`config.mk`:
```
export PLATFORM = sky130hd
export DESIGN_NAME = gpio_debounce_flat
export DESIGN_NICKNAME = d
export VERILOG_FILES = /design/src/rtl/gpio_debounce_if.sv /design/src/rtl/gpio_debounce.sv /design/src/flat_wrapper.sv
export SDC_FILE = /design/constraint.sdc
export NUM_CORES = 1
export LEC_CHECK = 0
export ABC_AREA = 1
export CAP_MARGIN = 20
export CORE_MARGIN = 10
export CORE_UTILIZATION = 50
export DETAILED_ROUTE_END_ITERATION = 8
export HOLD_SLACK_MARGIN = 0.02
export MAX_ROUTING_LAYER = met4
export PLACE_DENSITY_LB_ADDON = 0.15
export REMOVE_ABC_BUFFERS = 1
export SLEW_MARGIN = 10
export SYNTH_ARGS = -nofsm -noshare
export SYNTH_HDL_FRONTEND = slang
export SYNTH_SLANG_ARGS = --single-unit
export TNS_END_PERCENT = 50
```
`constraint.sdc`:
```
create_clock -name i_clk -period 2.6 [get_ports i_clk]
set_input_delay 0.52 -clock i_clk [delete_from_list [all_inputs] [get_ports i_clk]]
set_output_delay 0.52 -clock i_clk [all_outputs]
set_load 0.005 [all_outputs]
```
`src/rtl/gpio_debounce_if.sv`:
```
// Wishbone pipelined slave bus for the GPIO debouncer register block.
// Signal names follow the pad-side naming of the debouncer's port list.
interface gpio_debounce_if;
    logic        i_wb_cyc;
    logic        i_wb_stb;
    logic        i_wb_we;
    logic        i_wb_addr;
    logic [31:0] i_wb_data;
    logic [3:0]  i_wb_sel;
    logic        o_wb_stall;
    logic        o_wb_ack;
    logic [31:0] o_wb_data;

    modport master (
        output i_wb_cyc, i_wb_stb, i_wb_we, i_wb_addr, i_wb_data, i_wb_sel,
        input  o_wb_stall, o_wb_ack, o_wb_data
    );

    modport slave (
        input  i_wb_cyc, i_wb_stb, i_wb_we, i_wb_addr, i_wb_data, i_wb_sel,
        output o_wb_stall, o_wb_ack, o_wb_data
    );
endinterface

```
`src/rtl/gpio_debounce.sv`:
```
// Per-pin debouncer: 2-flop synchronizer, saturating counter against a shared limit,
// sticky change flags with W1C clear and an OR-reduced registered interrupt.
module gpio_debounce #(
    parameter int                NIN           = 16,
    parameter int                CW            = 16,
    parameter logic [NIN-1:0]    DEFAULT_IN    = '0,
    parameter logic [CW-1:0]     DEFAULT_LIMIT = CW'(32'd1000)
) (
    input  logic                 i_clk,
    input  logic                 i_reset_n,
    gpio_debounce_if.slave       wb,
    input  logic [NIN-1:0]       i_gpio,
    output logic [NIN-1:0]       o_gpio,
    output logic                 o_int
);

    logic [NIN-1:0] sync1_q, sync1_d;
    logic [NIN-1:0] sync2_q, sync2_d;
    logic [NIN-1:0] gpio_q, gpio_d;
    logic [NIN-1:0] sticky_q, sticky_d;
    logic [CW-1:0]  cnt_q [NIN];
    logic [CW-1:0]  cnt_d [NIN];
    logic [CW-1:0]  limit_q, limit_d;
    logic           ack_q, ack_d;
    logic [31:0]    rdata_q, rdata_d;
    logic           int_q, int_d;

    logic [NIN-1:0] event_s;
    logic [NIN-1:0] clr_s;
    logic           wr_s;
    logic [15:0]    gpio16_s;
    logic [15:0]    sticky16_s;
    logic [31:0]    limit32_s;
    logic           unused_s;

    assign unused_s = &{1'b0, wb.i_wb_cyc, wb.i_wb_sel, wb.i_wb_data};

    // Counter saturates at the limit: a mismatch seen with cnt >= limit commits the new level.
    always_comb begin
        sync1_d = i_gpio;
        sync2_d = sync1_q;
        gpio_d  = gpio_q;
        event_s = '0;
        for (int i = 0; i < NIN; i++) begin
            cnt_d[i] = cnt_q[i];
            if (sync2_q[i] != gpio_q[i]) begin
                if (cnt_q[i] >= limit_q) begin
                    gpio_d[i]  = sync2_q[i];
                    cnt_d[i]   = '0;
                    event_s[i] = 1'b1;
                end else begin
                    cnt_d[i] = cnt_q[i] + CW'(1'b1);
                end
            end else begin
                cnt_d[i] = '0;
            end
        end
    end

    // Register writes, sticky update (set beats clear) and read-data capture.
    always_comb begin
        wr_s = wb.i_wb_stb & wb.i_wb_we;
        if (wr_s && !wb.i_wb_addr) begin
            limit_d = wb.i_wb_data[CW-1:0];
            clr_s   = '0;
        end else if (wr_s && wb.i_wb_addr) begin
            limit_d = limit_q;
            clr_s   = wb.i_wb_data[NIN-1:0];
        end else begin
            limit_d = limit_q;
            clr_s   = '0;
        end
        sticky_d = (sticky_q & ~clr_s) | event_s;
        int_d    = |sticky_q;
        ack_d    = wb.i_wb_stb;

        gpio16_s               = 16'h0000;
        gpio16_s[NIN-1:0]      = gpio_q;
        sticky16_s             = 16'h0000;
        sticky16_s[NIN-1:0]    = sticky_q;
        limit32_s              = 32'h0000_0000;
        limit32_s[CW-1:0]      = limit_q;

        if (wb.i_wb_stb) begin
            rdata_d = wb.i_wb_addr ? {gpio16_s, sticky16_s} : limit32_s;
        end else begin
            rdata_d = rdata_q;
        end
    end

    always_ff @(posedge i_clk or negedge i_reset_n) begin
        if (!i_reset_n) begin
            sync1_q  <= DEFAULT_IN;
            sync2_q  <= DEFAULT_IN;
            gpio_q   <= DEFAULT_IN;
            sticky_q <= '0;
            limit_q  <= DEFAULT_LIMIT;
            ack_q    <= 1'b0;
            rdata_q  <= 32'h0000_0000;
            int_q    <= 1'b0;
            for (int i = 0; i < NIN; i++) begin
                cnt_q[i] <= '0;
            end
        end else begin
            sync1_q  <= sync1_d;
            sync2_q  <= sync2_d;
            gpio_q   <= gpio_d;
            sticky_q <= sticky_d;
            limit_q  <= limit_d;
            ack_q    <= ack_d;
            rdata_q  <= rdata_d;
            int_q    <= int_d;
            for (int i = 0; i < NIN; i++) begin
                cnt_q[i] <= cnt_d[i];
            end
        end
    end

    assign o_gpio        = gpio_q;
    assign o_int         = int_q;
    assign wb.o_wb_stall = 1'b0;
    assign wb.o_wb_ack   = ack_q;
    assign wb.o_wb_data  = rdata_q;

endmodule
```
`src/flat_wrapper.sv`:
```
// flat-port wrapper written by rule: the top's interface ports become plain ports
module gpio_debounce_flat 
#(
    parameter int                NIN           = 16,
    parameter int                CW            = 16,
    parameter logic [NIN-1:0]    DEFAULT_IN    = '0,
    parameter logic [CW-1:0]     DEFAULT_LIMIT = CW'(32'd1000)
)
  (i_clk, i_reset_n, i_gpio, o_gpio, o_int, wb_i_wb_cyc, wb_i_wb_stb, wb_i_wb_we, wb_i_wb_addr, wb_i_wb_data, wb_i_wb_sel, wb_o_wb_stall, wb_o_wb_ack, wb_o_wb_data);
  gpio_debounce_if wb_i ();
  input  logic i_clk;
  input  logic i_reset_n;
  input  logic [NIN-1:0] i_gpio;
  output logic [NIN-1:0] o_gpio;
  output logic o_int;
  input wire logic [$bits(wb_i.i_wb_cyc)-1:0] wb_i_wb_cyc;
  input wire logic [$bits(wb_i.i_wb_stb)-1:0] wb_i_wb_stb;
  input wire logic [$bits(wb_i.i_wb_we)-1:0] wb_i_wb_we;
  input wire logic [$bits(wb_i.i_wb_addr)-1:0] wb_i_wb_addr;
  input wire logic [$bits(wb_i.i_wb_data)-1:0] wb_i_wb_data;
  input wire logic [$bits(wb_i.i_wb_sel)-1:0] wb_i_wb_sel;
  output wire logic [$bits(wb_i.o_wb_stall)-1:0] wb_o_wb_stall;
  output wire logic [$bits(wb_i.o_wb_ack)-1:0] wb_o_wb_ack;
  output wire logic [$bits(wb_i.o_wb_data)-1:0] wb_o_wb_data;
  assign wb_i.i_wb_cyc = wb_i_wb_cyc;
  assign wb_i.i_wb_stb = wb_i_wb_stb;
  assign wb_i.i_wb_we = wb_i_wb_we;
  assign wb_i.i_wb_addr = wb_i_wb_addr;
  assign wb_i.i_wb_data = wb_i_wb_data;
  assign wb_i.i_wb_sel = wb_i_wb_sel;
  assign wb_o_wb_stall = wb_i.o_wb_stall;
  assign wb_o_wb_ack = wb_i.o_wb_ack;
  assign wb_o_wb_data = wb_i.o_wb_data;
  gpio_debounce #(.NIN(NIN), .CW(CW), .DEFAULT_IN(DEFAULT_IN), .DEFAULT_LIMIT(DEFAULT_LIMIT)) u_core (.i_clk(i_clk), .i_reset_n(i_reset_n), .wb(wb_i), .i_gpio(i_gpio), .o_gpio(o_gpio), .o_int(o_int));
endmodule
```
==> results.json, run 1 <==
{
  "status": "completed",
  "synth_ff_type": "dfrtp_1",
  "core-area_sq_um": 45580,
  "wl_per_cell_um": 16.26,
  "cts_num_sinks": 370,
  "drive_above_1_share_pct": 8.613,
  "seqPwrFrac_pct": 39.3,
  "cts.path.max_buffers": 3,
  "syn_to_final_growth_pct": 14.08,
  "leakage_nw": 12.66,
  "yosysMostFrequentCell": "nand2_1",
  "p_int_mw": 11.97,
  "r2r_cells": 8,
  "ys_types": 39,
  "cts_buffers": 44,
  "sw_frac_of_total_pct": 33.55,
  "dr.first_iter.drc_count": 1024,
  "power_density_nw_per_um2": 683.1,
  "synth-async-reset-ratio_pct": 100.0,
  "rrSetupSlack_ps": 250,
  "worst_pin_slew_ps": 781.4,
  "final_util_pct": 57.87,
  "clk_pin_slew_ps": 60,
  "clock-root-buffer": "clkbuf_16",
  "grt_first_pass_wirelength_um": 93010,
  "maxCapViolations": 0,
  "crit_path_max_fanout": 16,
  "via_per_inst": 5.233,
  "synth_common_cells": "nand2_1, nor2_1, dfrtp_1, ha_1, inv_1",
  "peakVddDrop_uv": 569.9,
  "htree_levels": 2,
  "die-area_sq_um": 55240,
  "synth_edf_count": 0,
  "hold_path_depth": 0,
  "vias": 18269,
  "final_nets": 3186,
  "synth_seq_cells": 370,
  "relSlewSlack_pct": 47.85,
  "yosys.area.top_type": "dfrtp_1",
  "min_from": "u_core.sync1_q[8]",
  "yosys_warnings": 0,
  "drc_errors": 0,
  "fin_setup_tns_ps": 0,
  "path_class": "flip-flop to flip-flop",
  "fin_skew_ps": 16.06,
  "die_h_um": 235.0,
  "final_max_slew_viol_count": 0,
  "cts_tree": "done",
  "die_w_um": 235.0,
  "antenna_found_initial": 0,
  "endpoint_kind": "flip-flop",
  "crit_arrival_ps": 2830,
  "reg2reg_to": "u_core.cnt_q[243]",
  "synth_top_area_share_pct": 39.40,
  "hold_path.class": "flip-flop to flip-flop",
  "portBuffers": 86,
  "critPathRequiredTime_ps": 3080,
  "p_comb_share_pct": 26.9,
  "first_global_vias": 17950,
  "whs_endpoint": "u_core.sync2_q[8]",
  "max_freq_ghz": 0.4254,
  "dr.pass1.iters": 5,
  "n_antenna_cell": 0,
  "pwr-share-clk_pct": 33.8,
  "initial_utilization_pct": 50.72,
  "hpwl_um": 40130,
  "switchingPower_mw": 6.044,
  "routed_wirelength_um": 56780,
  "place_ws_ps": 144.3,
  "cp-start-kind": "flip-flop",
  "finalCritPeriodShare_pct": 90.42,
  "setup_violations": 0,
  "total_power_mw": 18.02,
  "syn_inst": 2714,
  "clock_latency_ps": 570,
  "ios": 109,
  "row_count": 78,
  "seq_area_frac_synth_pct": 40.08,
  "finalCriticalPeriod_ps": 2351,
  "rsz0062_at_grt": "false",
  "syn_avg_cell_area_sq_um": 8.518,
  "setup_ws_ps": 249.1,
  "syn_area_sq_um": 23120,
  "ant_nets": 0,
  "hold_viol_final": 0,
  "r2r-start": "u_core.limit_q[9]",
  "gp_congestion": 0.8818,
  "synth.area.top_cells": "dfrtp_1, ha_1, nand2_1, nor2_1, xor2_1",
  "track_usage_pct": 21.01,
  "grt_overflow": 0,
  "grt_max_degree": 72
}
## how the worst max path moves through the flow
stage                                  from                 to  slack, ps  depth (start not counted)
after detailed placement  u_core.limit_q[7]   u_core.cnt_q[20]        140                          9
after global routing      u_core.limit_q[7]  u_core.cnt_q[142]         50                         12
after floorplan           u_core.limit_q[3]    u_core.cnt_q[0]        680                         10
after global placement    u_core.limit_q[7]    u_core.cnt_q[0]        200                         11
final                     u_core.limit_q[9]  u_core.cnt_q[243]        250                          8
after CTS                 u_core.limit_q[7]    u_core.cnt_q[1]        120                         11
## layout by cell type, fill, tap and decap left out, drive strengths merged, types with 6 or more instances in the layout
cell type and count:
nand2 606, nor2 483, dfrtp 364, ha 272
inv 242, xor2 158, nand3 142, a21oi 112
clkdlybuf4s50 85, o21ai 84, clkbuf 74, nor3 56
xnor2 49, nand4 43, buf 37, o22ai 19
a22o 16, and2 15, dfstp 6
## stage by stage
| step | std cells | cell area (sq um) | hold WS (ps) |
|---|---|---|---|
| floorplan | 2687 | 22880 | 224.4 |
| global placement | 3407 | 24930 | 332.0 |
| detailed placement | 3407 | 24930 | 334.7 |
| CTS | 3489 | 26360 | 347.4 |
| global route | 3491 | 26370 | 352.2 |
| finish | 3491 | 26370 | 339.1 |
## worst max-delay path, stage by stage (launching register included)
cell and delay (ps):
dfstp_2 550, inv_1 130, buf_12 200, ha_1 320, a21oi_1 150, o21ai_0 120
a21oi_2 300, nand3_4 290, nor2_1 190
## state kept, by name, indices dropped and copies added, names as in the netlist
signal	count
u_core.cnt_q	256
u_core.sticky16_s	16
u_core.sync2_q	16
u_core.o_int	1
u_core.wb.o_wb_ack	1
u_core.wb.o_wb_data	32
u_core.o_gpio	16
u_core.limit_q	16
u_core.sync1_q	16
## layer usage
layer	part of all wire (%)	wire length, um	global-route usage (%)	vias up
met5	0	0	-	-
met4	2.7	1561	6.452	0
met3	3.7	2110	2.786	100
met2	48	27200	34.68	310
met1	46	25910	26.42	8707
li1	-	-	-	9152
## cells by family after synthesis
kind of cell | count (synthesis) | share of synthesized area, %
AO/OA/AOI/OAI | 239 | 5.883
XOR/XNOR | 207 | 7.842
adder cells (fa/ha/maj) | 272 | 14.72
buffers and inverters | 268 | 4.941
flip-flops | 370 | 40.08
other | 1 | 0.01622
AND/OR/NAND/NOR | 1357 | 26.51
## repair_timing
item,4_1_cts,5_1_grt
setup endpoints to repair,0,1
hold buffers,1,0
resized for setup,0,1
setup buffers,0,2
hold endpoints to repair,39,0
## final cells by class
type,count,area [sq um]
Timing Repair Buffer,123,1321
Tap cell,600,750.7
Fill cell,3985,19200
Clock buffer,74,1325
Clock inverter,7,92.59
Sequential cell,370,9266
Inverter,241,908.4
Multi-Input combinational cell,2076,12710
## power by group through the flow
stage,Combinational (mW),Clock [mW],Sequential (mW)
after floorplan,3.01,0,7.00
after global placement,4.71,0,7.15
after detailed placement,4.91,0,7.17
after CTS,4.94,6.24,7.08
after global routing,5.56,6.46,7.17
final,4.85,6.09,7.08
No activity file was read; power rests on OpenSTA's default activity.
==> run 2, diff against run 1 <==
--- a/config.mk
+++ b/config.mk
@@ -7,7 +7,7 @@
 export LEC_CHECK = 0
 export ABC_AREA = 1
 export CAP_MARGIN = 20
-export CORE_MARGIN = 10
+export CORE_MARGIN = 1.5
 export CORE_UTILIZATION = 50
 export DETAILED_ROUTE_END_ITERATION = 8
 export HOLD_SLACK_MARGIN = 0.02
==> run 2 against run 1 <==
Effect of this change: final cell count is essentially flat; die area is 14% lower; register-to-register slack gained 20 ps; clock skew decreased by 2.8 ps; largest cell class unchanged.
==> results.json, run 2 (synthesized netlist as in run 1, its figures left out) <==
{
  "status": "completed",
  "die_w_um": 218.0,
  "cp-start-kind": "flip-flop",
  "core-area_sq_um": 45480,
  "setup_violations": 0,
  "crit_end": "u_core.cnt_q[29]",
  "gp_congestion": 0.9095,
  "routed_wirelength_um": 56760,
  "mostFrequentLayoutCell": "nand2_1",
  "portBuffers": 86,
  "largest_reg_flops": 256,
  "grt_first_pass_wirelength_um": 92770,
  "first_global_vias": 18200,
  "die-area_sq_um": 47530,
  "peakVddDrop_uv": 508.7,
  "die_h_um": 218.0,
  "hold_viol_final": 0,
  "row_count": 78,
  "dr.pass1.iters": 5,
  "crit_path_max_fanout": 16,
  "crit_start": "u_core.limit_q[5]",
  "clk_pin_slew_ps": 60,
  "hold_path.class": "flip-flop to flip-flop",
  "ant_nets": 0,
  "drc_errors": 0,
  "htree_levels": 2,
  "rrSetupSlack_ps": 270,
  "ios": 109,
  "vias": 18302,
  "cp_common_cell": "nand2_1",
  "final_util_pct": 58.12,
  "cts_num_sinks": 370,
  "power_density_nw_per_um2": 692.7,
  "fin_skew_ps": 13.23,
  "dr.first_iter.drc_count": 1166,
  "top_register": "u_core.cnt_q",
  "max_freq_ghz": 0.4292,
  "syn_to_final_growth_pct": 14.33,
  "via_per_inst": 5.240,
  "r2r-start": "u_core.limit_q[5]",
  "grt_max_degree": 63,
  "maxCapViolations": 0,
  "wl_per_cell_um": 16.25,
  "track_usage_pct": 25.44,
  "leakage_nw": 12.71,
  "relSlewSlack_pct": 49.09,
  "cts.path.max_buffers": 3,
  "hpwl_um": 40110,
  "drive_above_1_share_pct": 8.953,
  "grt_overflow": 0,
  "cts_tree": "done",
  "cp_cell_sequence": "inv_1, buf_12, ha_1, a21oi_1, o21a_1, nand2_1, nand2_1, nand3_2, nor2_1",
  "clock-root-buffer": "clkbuf_16",
  "crit_arrival_ps": 2820,
  "reg2reg_to": "u_core.cnt_q[29]",
  "critPathRequiredTime_ps": 3090,
  "final_nets": 3189,
  "final_max_slew_viol_count": 0,
  "n_antenna_cell": 0,
  "cts_buffers": 43,
  "critPathSlowestCell": "dfstp_2",
  "antenna_found_initial": 0,
  "r2r_cells": 9,
  "final_cell_mix": "nand2_1, nor2_1, dfrtp_1, ha_1, inv_1",
  "finalCritPeriodShare_pct": 89.61,
  "initial_utilization_pct": 50.83,
  "endpoint_kind": "flip-flop",
  "finalCriticalPeriod_ps": 2330,
  "clock_latency_ps": 580,
  "rsz0062_at_grt": "false",
  "worst_pin_slew_ps": 762.8,
  "path_class": "flip-flop to flip-flop",
  "cp_slowest_stage_delay_ps": 540,
  "fin_setup_tns_ps": 0
}
## run 2: cell types whose count changed in the layout (fill, tap and decap cells not counted)
cell,change
clkbuf_1,-9
clkinvlp_4,-1
inv_1,+1
buf_4,+7
bufinv_16,+3
buf_12,-3
clkinv_2,+6
inv_6,-2
## run 2: worst min-delay path by stage
stage / from / endpoint / slack [ps] / cells after the start
floorplan: i_reset_n / u_core.cnt_q[0] / 220 / 0
global placement: u_core.sync1_q[1] / u_core.sync2_q[1] / 330 / 0
detailed placement: u_core.sync1_q[13] / u_core.sync2_q[13] / 330 / 0
CTS: u_core.sync1_q[13] / u_core.sync2_q[13] / 350 / 0
global route: i_gpio[15] / u_core.sync1_q[15] / 360 / 1
finish: u_core.sync1_q[13] / u_core.sync2_q[13] / 350 / 0
## run 2: metal layers
| metal | GRT usage, % | wire length [um] |
|---|---|---|
| met4 | 8.874 | 2016 |
| met1 | 32.19 | 25770 |
| met3 | 3.291 | 2070 |
| met5 | - | 0 |
| met2 | 41.93 | 26900 |
## run 2: final cells by class
class	count	area, sq um
Clock buffer	65	1291
Clock inverter	14	195.2
Fill cell	4026	19050
Inverter	241	904.6
Multi-Input combinational cell	2076	12710
Sequential cell	370	9266
Tap cell	600	750.7
Timing Repair Buffer	127	1314
## run 2: power by group
part	internal (mW)	switching, mW	total [mW]	leakage (nW)
logic	1.92	2.92	4.85	7.04
registers	6.38	0.708	7.09	4.94
clock network	3.91	2.46	6.37	0.738
total	12.2	6.09	18.3	12.7
## run 2: worst max-delay path, delay by kind of cell (launching register included)
kind	cells	cell delay, ps
fa+ha+maj	1	320
buf+inv	2	420
compound gates	2	280
flops	1	540
simple gates	4	680
## run 2: repair_timing
item                                   4_1_cts  5_1_grt
gates resized for setup                      0        0
hold buffers                                 1        0
setup buffers                                0        0
endpoints found under the hold margin       51        0
## run 2: through the flow
step | area (sq um) | worst slack [ps] | power [mW] | hold WS [ps] | std cells
2_1_floorplan | 22880 | 681.3 | 10.02 | 224.4 | 2687
3_3_place_gp | 24940 | 250.5 | 11.84 | 333.1 | 3413
3_5_place_dp | 24940 | 220.3 | 12.06 | 334.7 | 3413
4_1_cts | 26430 | 253.5 | 18.51 | 348.6 | 3493
5_1_grt | 26430 | 80.00 | 19.47 | 359.3 | 3493
6_report | 26430 | 270.2 | 18.31 | 346.8 | 3493
